### config.mk
export PLATFORM = sky130hd
export DESIGN_NAME = capture_rle_store
export DESIGN_NICKNAME = d
export VERILOG_FILES = /design/src/rtl/capture_rle_store_pkg.sv /design/src/rtl/capture_rle_store_fifo.sv /design/src/rtl/capture_rle_store.sv
export SDC_FILE = /design/constraint.sdc
export NUM_CORES = 1
export LEC_CHECK = 0
export BUFFER_PORTS_ARGS = -buffer_cell sky130_fd_sc_hd__buf_2
export CAP_MARGIN = 15
export CORE_ASPECT_RATIO = 1.2
export CORE_MARGIN = 2
export CORE_UTILIZATION = 35
export CTS_BUF_LIST = sky130_fd_sc_hd__clkbuf_8
export CTS_CLUSTER_DIAMETER = 200
export CTS_CLUSTER_SIZE = 14
export DETAILED_ROUTE_END_ITERATION = 6
export GPL_TIMING_DRIVEN = 0
export SETUP_SLACK_MARGIN = 0.05
export SYNTH_ARGS = -nofsm -noshare
export SYNTH_HDL_FRONTEND = slang
export SYNTH_SLANG_ARGS = --single-unit
### constraint.sdc
create_clock -name clk_i -period 3.95 [get_ports clk_i]
set_input_delay 0.5925 -clock clk_i [delete_from_list [all_inputs] [get_ports clk_i]]
set_output_delay 0.5925 -clock clk_i [all_outputs]
set_load 0.005 [all_outputs]
### src/rtl/capture_rle_store_pkg.sv
// capture_rle_store_pkg: FSM state encoding and word geometry shared by the capture store
package capture_rle_store_pkg;
    typedef enum logic [1:0] {
        ST_IDLE  = 2'd0,
        ST_RUN   = 2'd1,
        ST_DRAIN = 2'd2,
        ST_DONE  = 2'd3
    } state_t;
    localparam int WORD_W         = 32;
    localparam int BYTES_PER_WORD = 4;
endpackage

### src/rtl/capture_rle_store_fifo.sv
// capture_rle_store_fifo: synchronous word FIFO with flush; head word read straight from the storage registers
module capture_rle_store_fifo
    import capture_rle_store_pkg::*;
#(
    parameter int DEPTH = 8,
    parameter int W     = WORD_W
) (
    input  logic         clk_i,
    input  logic         rst_i,
    input  logic         i_push,
    input  logic         i_pop,
    input  logic         i_flush,
    input  logic [W-1:0] i_data,
    output logic         o_full,
    output logic         o_empty,
    output logic [W-1:0] o_data
);
    localparam int AW = $clog2(DEPTH);
    localparam int PW = AW + 1;

    logic [W-1:0]  r_mem [DEPTH];
    logic [PW-1:0] r_wr;
    logic [PW-1:0] r_rd;
    logic          w_push;
    logic          w_pop;

    assign o_empty = (r_wr == r_rd);
    assign o_full  = (r_wr[AW] != r_rd[AW]) && (r_wr[AW-1:0] == r_rd[AW-1:0]);
    assign o_data  = r_mem[r_rd[AW-1:0]];
    assign w_push  = i_push && !o_full;
    assign w_pop   = i_pop && !o_empty;

    // Storage array; an extra pointer bit tells full from empty
    always_ff @(posedge clk_i) begin
        if (w_push) r_mem[r_wr[AW-1:0]] <= i_data;
    end

    // Read/write pointers; flush empties the FIFO and wins over a same-cycle push
    always_ff @(posedge clk_i) begin
        if (!rst_i || i_flush) begin
            r_wr <= '0;
            r_rd <= '0;
        end else begin
            if (w_push) r_wr <= r_wr + PW'(1);
            if (w_pop)  r_rd <= r_rd + PW'(1);
        end
    end
endmodule

### src/rtl/capture_rle_store.sv
// capture_rle_store: buffers RLE words and writes them to a one-shot or ring region of sample memory (option: CAPTURE_RLE_STORE_STATS_EN adds a drop counter)
module capture_rle_store
    import capture_rle_store_pkg::*;
#(
    parameter int FIFO_DEPTH = 8,
    parameter int ADDR_W     = 32
) (
    input  logic              clk_i,
    input  logic              rst_i,
    input  logic              input_valid_i,
    input  logic [WORD_W-1:0] input_data_i,
    input  logic              cfg_enable_i,
    input  logic              cfg_cont_i,
    input  logic [ADDR_W-1:0] cfg_base_i,
    input  logic [ADDR_W-1:0] cfg_size_i,
    output logic              mem_wr_o,
    output logic [ADDR_W-1:0] mem_addr_o,
    output logic [WORD_W-1:0] mem_data_o,
    input  logic              mem_accept_i,
    output logic              sts_busy_o,
    output logic              sts_done_o,
    output logic              sts_wrapped_o,
    output logic              sts_overflow_o,
    output logic [ADDR_W-1:0] sts_count_o,
`ifdef CAPTURE_RLE_STORE_STATS_EN
    output logic [15:0]       sts_drop_count_o,
`endif
    output logic [ADDR_W-1:0] sts_wr_ptr_o
);
    state_t            r_state;
    logic [ADDR_W-1:0] r_base;
    logic [ADDR_W-1:0] r_size;
    logic              r_cont;
    logic [ADDR_W-1:0] r_idx;
    logic [ADDR_W-1:0] r_ptr;
    logic [ADDR_W-1:0] r_count;
    logic              r_wrapped;
    logic              r_overflow;
    logic              w_full;
    logic              w_empty;
    logic [WORD_W-1:0] w_head;
    logic              w_busy;
    logic              w_wr;
    logic              w_pop;
    logic              w_push;
    logic              w_drop;
    logic              w_last;
    logic              w_start;
    logic              w_flush;

    assign w_busy  = (r_state == ST_RUN) || (r_state == ST_DRAIN);
    assign w_wr    = w_busy && !w_empty;
    assign w_pop   = w_wr && mem_accept_i;
    assign w_push  = (r_state == ST_RUN) && input_valid_i && !w_full;
    assign w_drop  = (r_state == ST_RUN) && input_valid_i && w_full;
    assign w_last  = w_pop && (r_idx == r_size - ADDR_W'(1));
    assign w_start = (r_state == ST_IDLE) && cfg_enable_i;
    assign w_flush = w_start || (w_last && !r_cont);

    capture_rle_store_fifo #(.DEPTH(FIFO_DEPTH), .W(WORD_W)) u_fifo (
        .clk_i   (clk_i),
        .rst_i   (rst_i),
        .i_push  (w_push),
        .i_pop   (w_pop),
        .i_flush (w_flush),
        .i_data  (input_data_i),
        .o_full  (w_full),
        .o_empty (w_empty),
        .o_data  (w_head)
    );

    assign mem_wr_o       = w_wr;
    assign mem_addr_o     = r_ptr;
    assign mem_data_o     = w_wr ? w_head : '0;
    assign sts_busy_o     = w_busy;
    assign sts_done_o     = (r_state == ST_DONE);
    assign sts_wrapped_o  = r_wrapped;
    assign sts_overflow_o = r_overflow;
    assign sts_count_o    = r_count;
    assign sts_wr_ptr_o   = r_ptr;

    // Run-control FSM plus region pointer, progress count and sticky status
    always_ff @(posedge clk_i) begin
        if (!rst_i) begin
            r_state    <= ST_IDLE;
            r_base     <= '0;
            r_size     <= '0;
            r_cont     <= 1'b0;
            r_idx      <= '0;
            r_ptr      <= '0;
            r_count    <= '0;
            r_wrapped  <= 1'b0;
            r_overflow <= 1'b0;
        end else begin
            if (w_pop) begin
                r_count   <= (&r_count) ? r_count : r_count + ADDR_W'(1);
                r_idx     <= w_last ? '0 : r_idx + ADDR_W'(1);
                r_ptr     <= (w_last && r_cont) ? r_base : r_ptr + ADDR_W'(BYTES_PER_WORD);
                r_wrapped <= r_wrapped | (w_last && r_cont);
            end
            if (w_drop) r_overflow <= 1'b1;
            case (r_state)
                ST_IDLE: if (cfg_enable_i) begin
                    r_base     <= cfg_base_i & ~ADDR_W'(3);
                    r_size     <= cfg_size_i;
                    r_cont     <= cfg_cont_i;
                    r_idx      <= '0;
                    r_ptr      <= cfg_base_i & ~ADDR_W'(3);
                    r_count    <= '0;
                    r_wrapped  <= 1'b0;
                    r_overflow <= 1'b0;
                    r_state    <= (cfg_size_i == '0) ? ST_DONE : ST_RUN;
                end
                ST_RUN:   r_state <= (w_last && !r_cont) ? ST_DONE : cfg_enable_i ? ST_RUN : ST_DRAIN;
                ST_DRAIN: r_state <= ((w_last && !r_cont) || w_empty) ? ST_DONE : ST_DRAIN;
                default:  r_state <= cfg_enable_i ? ST_DONE : ST_IDLE;
            endcase
        end
    end

`ifdef CAPTURE_RLE_STORE_STATS_EN
    logic [15:0] r_drop;

    assign sts_drop_count_o = r_drop;

    // Saturating count of words dropped on a full FIFO since the run started
    always_ff @(posedge clk_i) begin
        if (!rst_i || w_start) r_drop <= '0;
        else if (w_drop && r_drop != 16'hFFFF) r_drop <= r_drop + 16'd1;
    end
`endif
endmodule

# Yosys cells after proc, flatten, opt, wreduce, memory -nomap -nowiden
# Memories as Yosys holds them, arrays and structs flattened. A register that Yosys moved wholly into a read port is not among the register bits.
# Index checks and enable logic that the tools add are counted.
word_totals:
  reg_bits: 171
  latch_bits: 0
  ramBits: 256
  mem_bits_ro: 0
  in_bits: 102
  output_inout_bits: 133
  elab_cells: 81
  n_memories: 1
op_classes:
  add_sub_neg: 6
  n_mul: 0
  div: 0
  n_lt_le_gt_ge: 0
  n_eq_ne: 8
  shifts: 0
  n_mux: 30
  bitwise_logic: 1
  reduce_logical: 24
memory_table:
  columns: ["memory", "words", "width", "read_ports", "rd_clocked_by_memory_dff", "wr", "line_no", "text"]
  rows:
  - ["u_fifo.r_mem", 8, 32, 1, 1, 1, "capture_rle_store_fifo.sv:21", "logic [W-1:0] r_mem [DEPTH];"]
op_table:
  columns: ["operator", "n"]
  rows:
  - ["32-bit two-way mux", 13]
  - ["32-bit by 1-bit adder with 32-bit output, second input constant", 2]
  - ["32-bit by 3-bit adder with 32-bit output, second input constant", 1]
  - ["32-bit == test", 1]
  - ["32-bit logical NOT", 1]
  - ["32-bit AND reduction", 1]
  - ["32-bit by 1-bit subtractor with 32-bit output, second input constant", 1]
  - ["1-bit logical AND", 12]
  - ["2-bit two-way mux", 5]
  - ["1-bit two-way mux", 9]
  - ["4-bit by 1-bit adder with 4-bit output, second input constant", 2]
  - ["3-bit two-way mux", 2]
  - ["2-bit one-hot mux with 3 select lines", 1]
  - ["2-bit == test, second input constant", 2]
  - ["4-bit == test", 1]
  - ["1-bit logical NOT", 4]
  - ["1-bit logical OR", 4]
  - ["3-bit == test", 1]
  - ["2-bit by 1-bit == test with 1-bit output, second input constant", 1]
  - ["2-bit logical NOT", 1]
  - ["2-bit != test, second input constant", 1]
  - ["2-bit AND reduction", 1]
  - ["1-bit != test", 1]
  - ["1-bit bitwise OR", 1]

# Logic depth before layout (Yosys ltp)
# Gate-level depths: netlist (run 1).
depth:
  depth_word: 10
  depth_mapped: 15
  ltp_nobuf: 12

# Cells and area by module
# A second synthesis (run 1) with hierarchy kept.
unflattened:
  cells_unflattened: 1607
  area_unflattened_um2: 19371.1
by_module_without_submodules:
  columns: ["module", "instances", "cells_per_inst", "area_per_inst_um2", "seq_area_each_um2"]
  rows:
  - ["capture_rle_store_fifo", 1, 455, 10547.6, 7907.6]
  - ["capture_rle_store", 1, 1152, 8823.5, 3263.1]

# Least setup slack after synthesis (run 1)
# OpenSTA, ideal clock, no wires.
synth_timing:
  kind: "register to register"
  start: "register u_fifo.r_wr[2]"
  end: "memory u_fifo.r_mem[2][0] (netlist bit) (enable)"
  setup_time_ns: 0.468
  arrival_ns: 3.744
  t_required_ns: 3.482
  slack_ns: -0.262
  stages_incl_launch_ff: 6
  path_buffers: 1
  synth_period_minus_slack_ns: 4.212
  path_cell_list: "dfxtp_1 -> clkbuf_1 -> xor2_1 -> nor4_1 -> or3_1 -> nor3b_1"
synth_between:
  elab_chain_cells: 7
synth_rtl:
  columns: ["element", "line_no", "text"]
  rows:
  - ["start, declared", "capture_rle_store_fifo.sv:22", "logic [PW-1:0] r_wr;"]
  - ["start signal, assigned", "capture_rle_store_fifo.sv:44", "if (w_push) r_wr <= r_wr + PW'(1);"]
  - ["3-bit == test", "capture_rle_store_fifo.sv:28", "assign o_full = (r_wr[AW] != r_rd[AW]) && (r_wr[AW-1:0] == r_rd[AW-1:0]);"]
  - ["1-bit logical AND", "capture_rle_store_fifo.sv:28", null]
  - ["1-bit logical NOT", "capture_rle_store_fifo.sv:30, capture_rle_store.sv:54", null]
  - ["1-bit logical AND", "capture_rle_store.sv:54", "assign w_push = (r_state == ST_RUN) && input_valid_i && !w_full;"]
  - ["1-bit logical AND", "capture_rle_store_fifo.sv:30", "assign w_push = i_push && !o_full;"]
  - ["1-bit two-way mux", "capture_rle_store_fifo.sv:35", "if (w_push) r_mem[r_wr[AW-1:0]] <= i_data;"]
  - ["1-bit two-way mux (not written as such)", "capture_rle_store_fifo.sv:35", null]
  - ["end, declared", "capture_rle_store_fifo.sv:21", null]
# Parallel ways exist; a longest one is shown, timed or not.

# Worst setup path after layout (run 1)
layout_timing:
  start: "register r_size[16]"
  end: "register r_idx[14]"
layout_between:
  elab_chain_cells: 7
layout_rtl:
  columns: ["element", "line_no", "text"]
  rows:
  - ["start, declared", "capture_rle_store.sv:32", "logic [ADDR_W-1:0] r_size;"]
  - ["start signal, assigned", "capture_rle_store.sv:105", "r_size <= cfg_size_i;"]
  - ["32-bit by 1-bit subtractor with 32-bit output *", "capture_rle_store.sv:56", "assign w_last = w_pop && (r_idx == r_size - ADDR_W'(1));"]
  - ["32-bit == test *", "capture_rle_store.sv:56", null]
  - ["1-bit logical AND *", "capture_rle_store.sv:56", null]
  - ["32-bit two-way mux *", "capture_rle_store.sv:97", "r_idx <= w_last ? '0 : r_idx + ADDR_W'(1);"]
  - ["32-bit two-way mux *", "capture_rle_store.sv:95", "if (w_pop) begin"]
  - ["32-bit two-way mux", "capture_rle_store.sv:103", "ST_IDLE: if (cfg_enable_i) begin"]
  - ["32-bit two-way mux *", "capture_rle_store.sv:102", "case (r_state)"]
  - ["end signal, assigned", "capture_rle_store.sv:97", null]
  - ["end, declared", "capture_rle_store.sv:34", "logic [ADDR_W-1:0] r_idx;"]
# Mark *: on every way between the ends. The rest lies on a longest branch, timed or not.
# A chain may end at the register's enable or synchronous reset.

==> out/results.ini, run 1 <==
[setup_path]
required_ps = 4440
rrSetupSlack_ps = 160
crit_type = reg -> reg
reg2regPathDepth = 13
worst_setup_path_start_kind = register
arrival_ps = 4280
cp-endpoint = r_idx[14]
reg2reg_from = r_size[16]
crit_path_max_fanout = 10
cp-end-kind = register
reg2reg_to = r_idx[14]
crit_start = r_size[16]

[hold_path]
hold_path.class = in -> reg

[placement]
numPortBuffers = 231
dp_slack_ps = -125
postPlaceCellArea_mm2 = 0.0217
globalplace.congestion = 0.890
hpwlAfterDp_um = 36500
dp_cells = 2589

[finish]
stdcell_count = 2646
drive_gt1_share_pct = 23.7
final_cell_mix = edfxtp_1, buf_2, nand2_1
fin_util_pct = 41.0
area_growth_pct = 16.3
nets = 2017
final_common_cell = edfxtp_1
final_area_mm2 = 0.0224

[floorplan]
die_height_um = 261
core_mm2 = 0.0547
ios = 235
initial_core_util_pct = 35.3
die-area_mm2 = 0.0570
die_w_um = 218
rows = 94

[clock_tree]
cts-root-buf = clkbuf_8
hold_buffers = 0
cts_tree = done
clk_pin_slew_worst_paths_ps = 110
clock_sinks = 430
cts_buffer_depth = 3
cts_max_level = 2
cts_made_buffers = 36
insertion_delay_ps = 620

[routing]
drtIter0Drc = 945
drt-total-wl_um = 51200
route.antenna.remaining_nets = 0
vias_per_cell = 5.13
wire_per_inst_um = 19.3
drc_errors = 0
route.vias.total = 13600
firstDrtPassIters = 5

[yosys]
synth-seq-area-share_pct = 57.9
synth.cell_area_mm2 = 0.0193
synth_flop_cell = edfxtp_1
synth_area_leaders = edfxtp_1, dfxtp_1, mux4_2, nand2_1, xor2_1
synth_area_per_cell_um2 = 11.9
async_reset_ff_share_pct = 0
synth_edf_count = 256
ys_seq_elements = 430
yosysTopAreaCellShare_pct = 39.8
synth_top_area_cell = edfxtp_1
synthesis.nets = 1727
yosysWarnings = 0
syn_inst = 1615
synth.distinct_cells = 71

[timing]
slew_headroom_pct = 30.5
skew_ps = 48.0
fin_crit_sh_pct = 96.0
fin_setup_tns_ps = 0
setup_viol = 0
fmax_ghz = 0.264
rsz0062_at_grt = true
fin_ws_ps = 159
final.min_clock_period_ps = 3790
worst_slew_pin_slew_ps = 1040
timing.hold.ws_ps = 195
slew_viol_final = 0
final_hold_viol_count = 0

[power_and_ir_drop]
internal_power_mw = 6.40
leakage_nw = 8.03
pwr-share-seq_pct = 56.8
p_per_area_mw_per_mm2 = 396
share_comb_of_total_power_pct = 16.1
swShare_pct = 28.0
p_sw_mw = 2.49
power_mw = 8.89
p_clk_share_pct = 27.2
ir_worst_vdd_v = 0.000234

[grt]
grt_pass1_wl_um = 77000
grt_max_degree = 20
grt-ovfl-total = 0
grt_usage_pct = 17.5
grt_pass1_vias = 13300
grt_antenna_before_repair = 3

[job]
maxCapViolations = 0

[outcome]
run_status = finished clean

-- how the worst min path moves through the flow --
stage,from,end,slack (ps),depth (start not counted)
global route,cfg_base_i[28],mem_addr_o[28],170,3
floorplan,r_base[23],r_base[23],440,2
detailed placement,r_base[4],r_base[4],460,2
global placement,r_base[23],r_base[23],450,2
CTS,cfg_base_i[18],mem_addr_o[18],130,3
finish,cfg_base_i[9],mem_addr_o[9],200,3
-- logic make-up (layout without fill, tap and decap cells) --
family          Yosys count  in the layout  share of synthesized area (%)
fa+ha+maj                10             10                          0.648
simple gates            611            611                           15.3
xor+xnor                120            120                           5.45
mux                     114            114                           10.1
other cells               0              1                              0
compound gates          197            197                           7.23
flops                   430            430                           57.9
buf+inv                 133            443                           3.42
-- critical path, cell delays in order (launching register included) --
cell	delay, ps
dfxtp_1	330
buf_6	140
or4_4	530
buf_6	150
or3_4	430
or4_4	500
a22oi_4	210
o211ai_4	140
nor4_4	370
buf_4	250
nand2_1	130
nand2_1	170
clkbuf_4	250
nor2_1	70
-- layer usage --
layer	wire length, um	global-route usage (%)
met1	21900	22.0
met2	25000	30.3
met3	2890	3.24
met4	1310	5.71
met5	30	0
-- cell usage after synthesis, drive strengths merged, types with 14 or more instances --
master	number
a21boi	64
a21oi	27
a31oi	18
and2	17
and3	23
buf	56
clkbuf	63
dfxtp	174
edfxtp	256
inv	14
mux2i	50
mux4	64
nand2	213
nand3	50
nand4	23
nor2	158
nor3	27
nor4	30
o21ai	39
or3	16
xnor2	52
xor2	68
-- cell type report --
class | instances | area (um^2)
tap | 720 | 901
multi-input combinational | 1052 | 7590
clock buffer | 36 | 495
timing repair buffer | 257 | 1470
fill | 5220 | 32200
buffer | 114 | 643
inverter | 14 | 52.6
clock inverter | 22 | 125
antenna | 1 | 2.50
sequential | 430 | 11200
-- registers in the layout, indices dropped and copies added (netlist names), named ones only --
signal          flops
u_fifo.r_mem      256
mem_addr_o         32
r_idx              32
r_size             32
sts_count_o        32
r_base             30
u_fifo.r_rd         4
u_fifo.r_wr         4
r_state             2
r_cont              1
sts_overflow_o      1
sts_wrapped_o       1
-- power by group through the flow --
stage	sequential, mW	combinational (mW)	clock, mW
2_1_floorplan	5.10	0.894	0
3_3_place_gp	5.15	1.35	0
3_5_place_dp	5.15	1.38	0
4_1_cts	5.04	1.40	2.53
5_1_grt	5.07	1.56	2.67
6_report	5.05	1.43	2.42
-- timing repair --
action / CTS / global route
resized for setup: 17 / 17
setup buffers: 0 / 3
endpoints found under the setup margin: 69 / 92
pin swaps: 0 / 3
Note: power is estimated with default switching activity, not from simulation.
==> run 2, diff against run 1 <==
Settings changed: ABC_AREA set to 1.
==> run 2 against run 1 <==
Combinational power grew 24%. Die area rose by 5.8%. Area after synthesis grew 5.9%. Sequential power is 2% higher. Global-route usage rose by 3.5 points. Power increased by 5.7%. Via count increased by 28%. Final cell count grew 27%. Clock power grew 2%. Largest cell class unchanged.
==> out/results.ini, run 2 <==
[yosys]
synth.most_common_cell = nand2_1
synth_area_per_cell_um2 = 8.85  ; -26%
async_reset_ff_share_pct = 0  ; unchanged
yosysTopAreaCellShare_pct = 37.6  ; -2.2 points
ys_top_cells_by_count = nand2_1, edfxtp_1, nor2_1
synthesis.nets = 2421  ; +40%
ys_seq_elements = 430  ; unchanged
synth_edf_count = 256  ; unchanged
synth-seq-area-share_pct = 54.7  ; -3.2 points
yosysWarnings = 0  ; unchanged
synth_flop_cell = edfxtp_1
synth_top_area_cell = edfxtp_1
synth.cell_area_mm2 = 0.0204  ; +5.9%
synth.distinct_cells = 54  ; -24%
synth_area_leaders = edfxtp_1, dfxtp_1, nand2_1, nor2_1, inv_1
syn_inst = 2309  ; +43%

[placement]
postPlaceCellArea_mm2 = 0.0228  ; +4.9%
globalplace.congestion = 0.908  ; +2.0%
hpwlAfterDp_um = 46900  ; +28%
numPortBuffers = 232  ; +0.43%

[finish]
final_common_cell = nand2_1
largest_reg_flops = 256  ; unchanged
final_area_mm2 = 0.0234  ; +4.2%
drive_gt1_share_pct = 15.8  ; -7.9 points
fin_util_pct = 40.3  ; -0.74 points
final_cell_mix = nand2_1, edfxtp_1, buf_2
nets = 2699  ; +34%
area_growth_pct = 14.4

[floorplan]
ios = 235  ; unchanged
die-area_mm2 = 0.0603  ; +5.8%
initial_core_util_pct = 35.2  ; -0.074 points
core_mm2 = 0.0580  ; +6.1%
die_w_um = 225  ; +2.8%
rows = 97  ; +3.2%
die_height_um = 269  ; +2.8%

[routing]
wire_per_inst_um = 19.2  ; -0.95%
drt-total-wl_um = 64200  ; +25%
drtIter0Drc = 1181  ; +25%
drc_errors = 0  ; unchanged
route.vias.total = 17300  ; +28%
highest_layer = met5
wl_met2_um = 32400  ; +29%
route.antenna.remaining_nets = 0  ; unchanged
firstDrtPassIters = 7  ; +2
vias_per_cell = 5.16  ; +0.70%
met3_length_um = 3880  ; +34%
drt-met1-wl_um = 25900  ; +18%

[setup_path]
crit_slowest_cell = clkbuf_1
arrival_ps = 3040  ; -1240 ps
crit_path_max_fanout = 10  ; unchanged
worst_setup_path_start_kind = register
crit_type = reg -> out
required_ps = 3360  ; -1080 ps
max_stage_delay_ps = 620  ; +90 ps
cp-end-kind = primary output
crit_top_cell = clkbuf_1
worstPathCellList = inv_1, clkbuf_1, clkbuf_1, nand2_1, a32oi_1, nor2_1, a211oi_1, buf_2

[timing]
timing.hold.ws_ps = 208  ; +12.7 ps
final.min_clock_period_ps = 3630  ; -164 ps
fmax_ghz = 0.276  ; +4.5%
fin_crit_sh_pct = 91.8  ; -4.1 points
worst_slew_pin_slew_ps = 1140  ; +105 ps
rsz0062_at_grt = false
final_hold_viol_count = 0  ; unchanged
setup_viol = 0  ; unchanged
slew_viol_final = 0  ; unchanged
skew_ps = 62.4  ; +14.4 ps
slew_headroom_pct = 23.5  ; -7.0 points

[grt]
grt_pass1_wl_um = 97300  ; +26%
grt_pass1_vias = 17000  ; +28%
grt_antenna_before_repair = 7  ; +4
grt-ovfl-total = 0  ; unchanged
grt_usage_pct = 20.9  ; +3.5 points
grt_max_degree = 25  ; +25%

[clock_tree]
cts-root-buf = clkbuf_8
clock_sinks = 430  ; unchanged
cts_buffer_depth = 3  ; unchanged
insertion_delay_ps = 640  ; +20 ps
hold_buffers = 0  ; unchanged
clk_pin_slew_worst_paths_ps = 90  ; -20 ps
cts_resized = 0  ; -17
postCtsSetupBuffers = 0  ; unchanged
cts_tree = done
cts_max_level = 2  ; unchanged
cts_made_buffers = 36  ; unchanged

[power_and_ir_drop]
p_per_area_mw_per_mm2 = 402  ; +1.5%
ir_worst_vdd_v = 0.000256  ; +9.3%
leakage_nw = 9.06  ; +13%

[outcome]
run_status = finished clean

[hold_path]
hold_path.class = in -> reg

[job]
maxCapViolations = 0  ; unchanged

==> run 2: area by class of cell <==
cell class | count | area (um^2)
multi-input cells | 1561 | 7950
well taps | 742 | 928
repair buffers | 240 | 1340
fillers | 5793 | 34600
diodes | 4 | 10.0
plain buffers | 135 | 686
clock inverters | 21 | 121
flip-flops and latches | 430 | 11200
inverters | 183 | 687
clock buffers | 36 | 495
==> run 2: critical path: cells and delay by family, from the launching register on <==
| kind | cells | cell delay (ps) |
|---|---|---|
| AOI/OAI and AO/OA | 2 | 590 |
| buffers and inverters | 4 | 1300 |
| DFF | 1 | 360 |
| and+or+nand+nor | 2 | 160 |
==> run 2: cell families (layout without fill, tap and decap cells) <==
family	Yosys count	in the layout	share of synthesized area, %
xor+xnor	86	86	3.75
fa+ha+maj	10	10	0.612
other cells	0	4	0
flops	430	430	54.7
buf+inv	318	615	6.72
simple gates	1106	1106	23.4
compound gates	359	359	10.8
==> run 2: final timing paths <==
path	from	to	slack, ps	cells after the start
worst min register to register	r_base[3]	r_base[3]	450	2
worst max-delay path	register	mem_data_o[31]	320	8
worst min-delay path	cfg_base_i[27]	mem_addr_o[27]	210	3
worst max register to register	r_state[0]	sts_count_o[5]	700	9
==> run 2: metrics by stage <==
stage	power (mW)	setup WS (ps)	TNS, ps	cells
2_1_floorplan	6.34	1060	0	2309
3_3_place_gp	7.00	-631	-121010	3283
3_5_place_dp	7.03	693	0	3291
4_1_cts	9.49	266	0	3348
5_1_grt	9.89	81.1	0	3350
6_report	9.40	322	0	3352
==> run 2: report_power, final <==
group | switching, mW | internal [mW] | total (mW)
clock network | 1.55 | 0.926 | 2.47
registers | 0.215 | 4.94 | 5.16
logic | 1.15 | 0.619 | 1.77
total | 2.92 | 6.49 | 9.40
==> run 2: routing by layer <==
metal  vias up  GRT usage, %
met2       595          38.2
met3       116          3.73
met4         8          7.41
met1      8265          24.7
li1       8317             -
met5         -             0
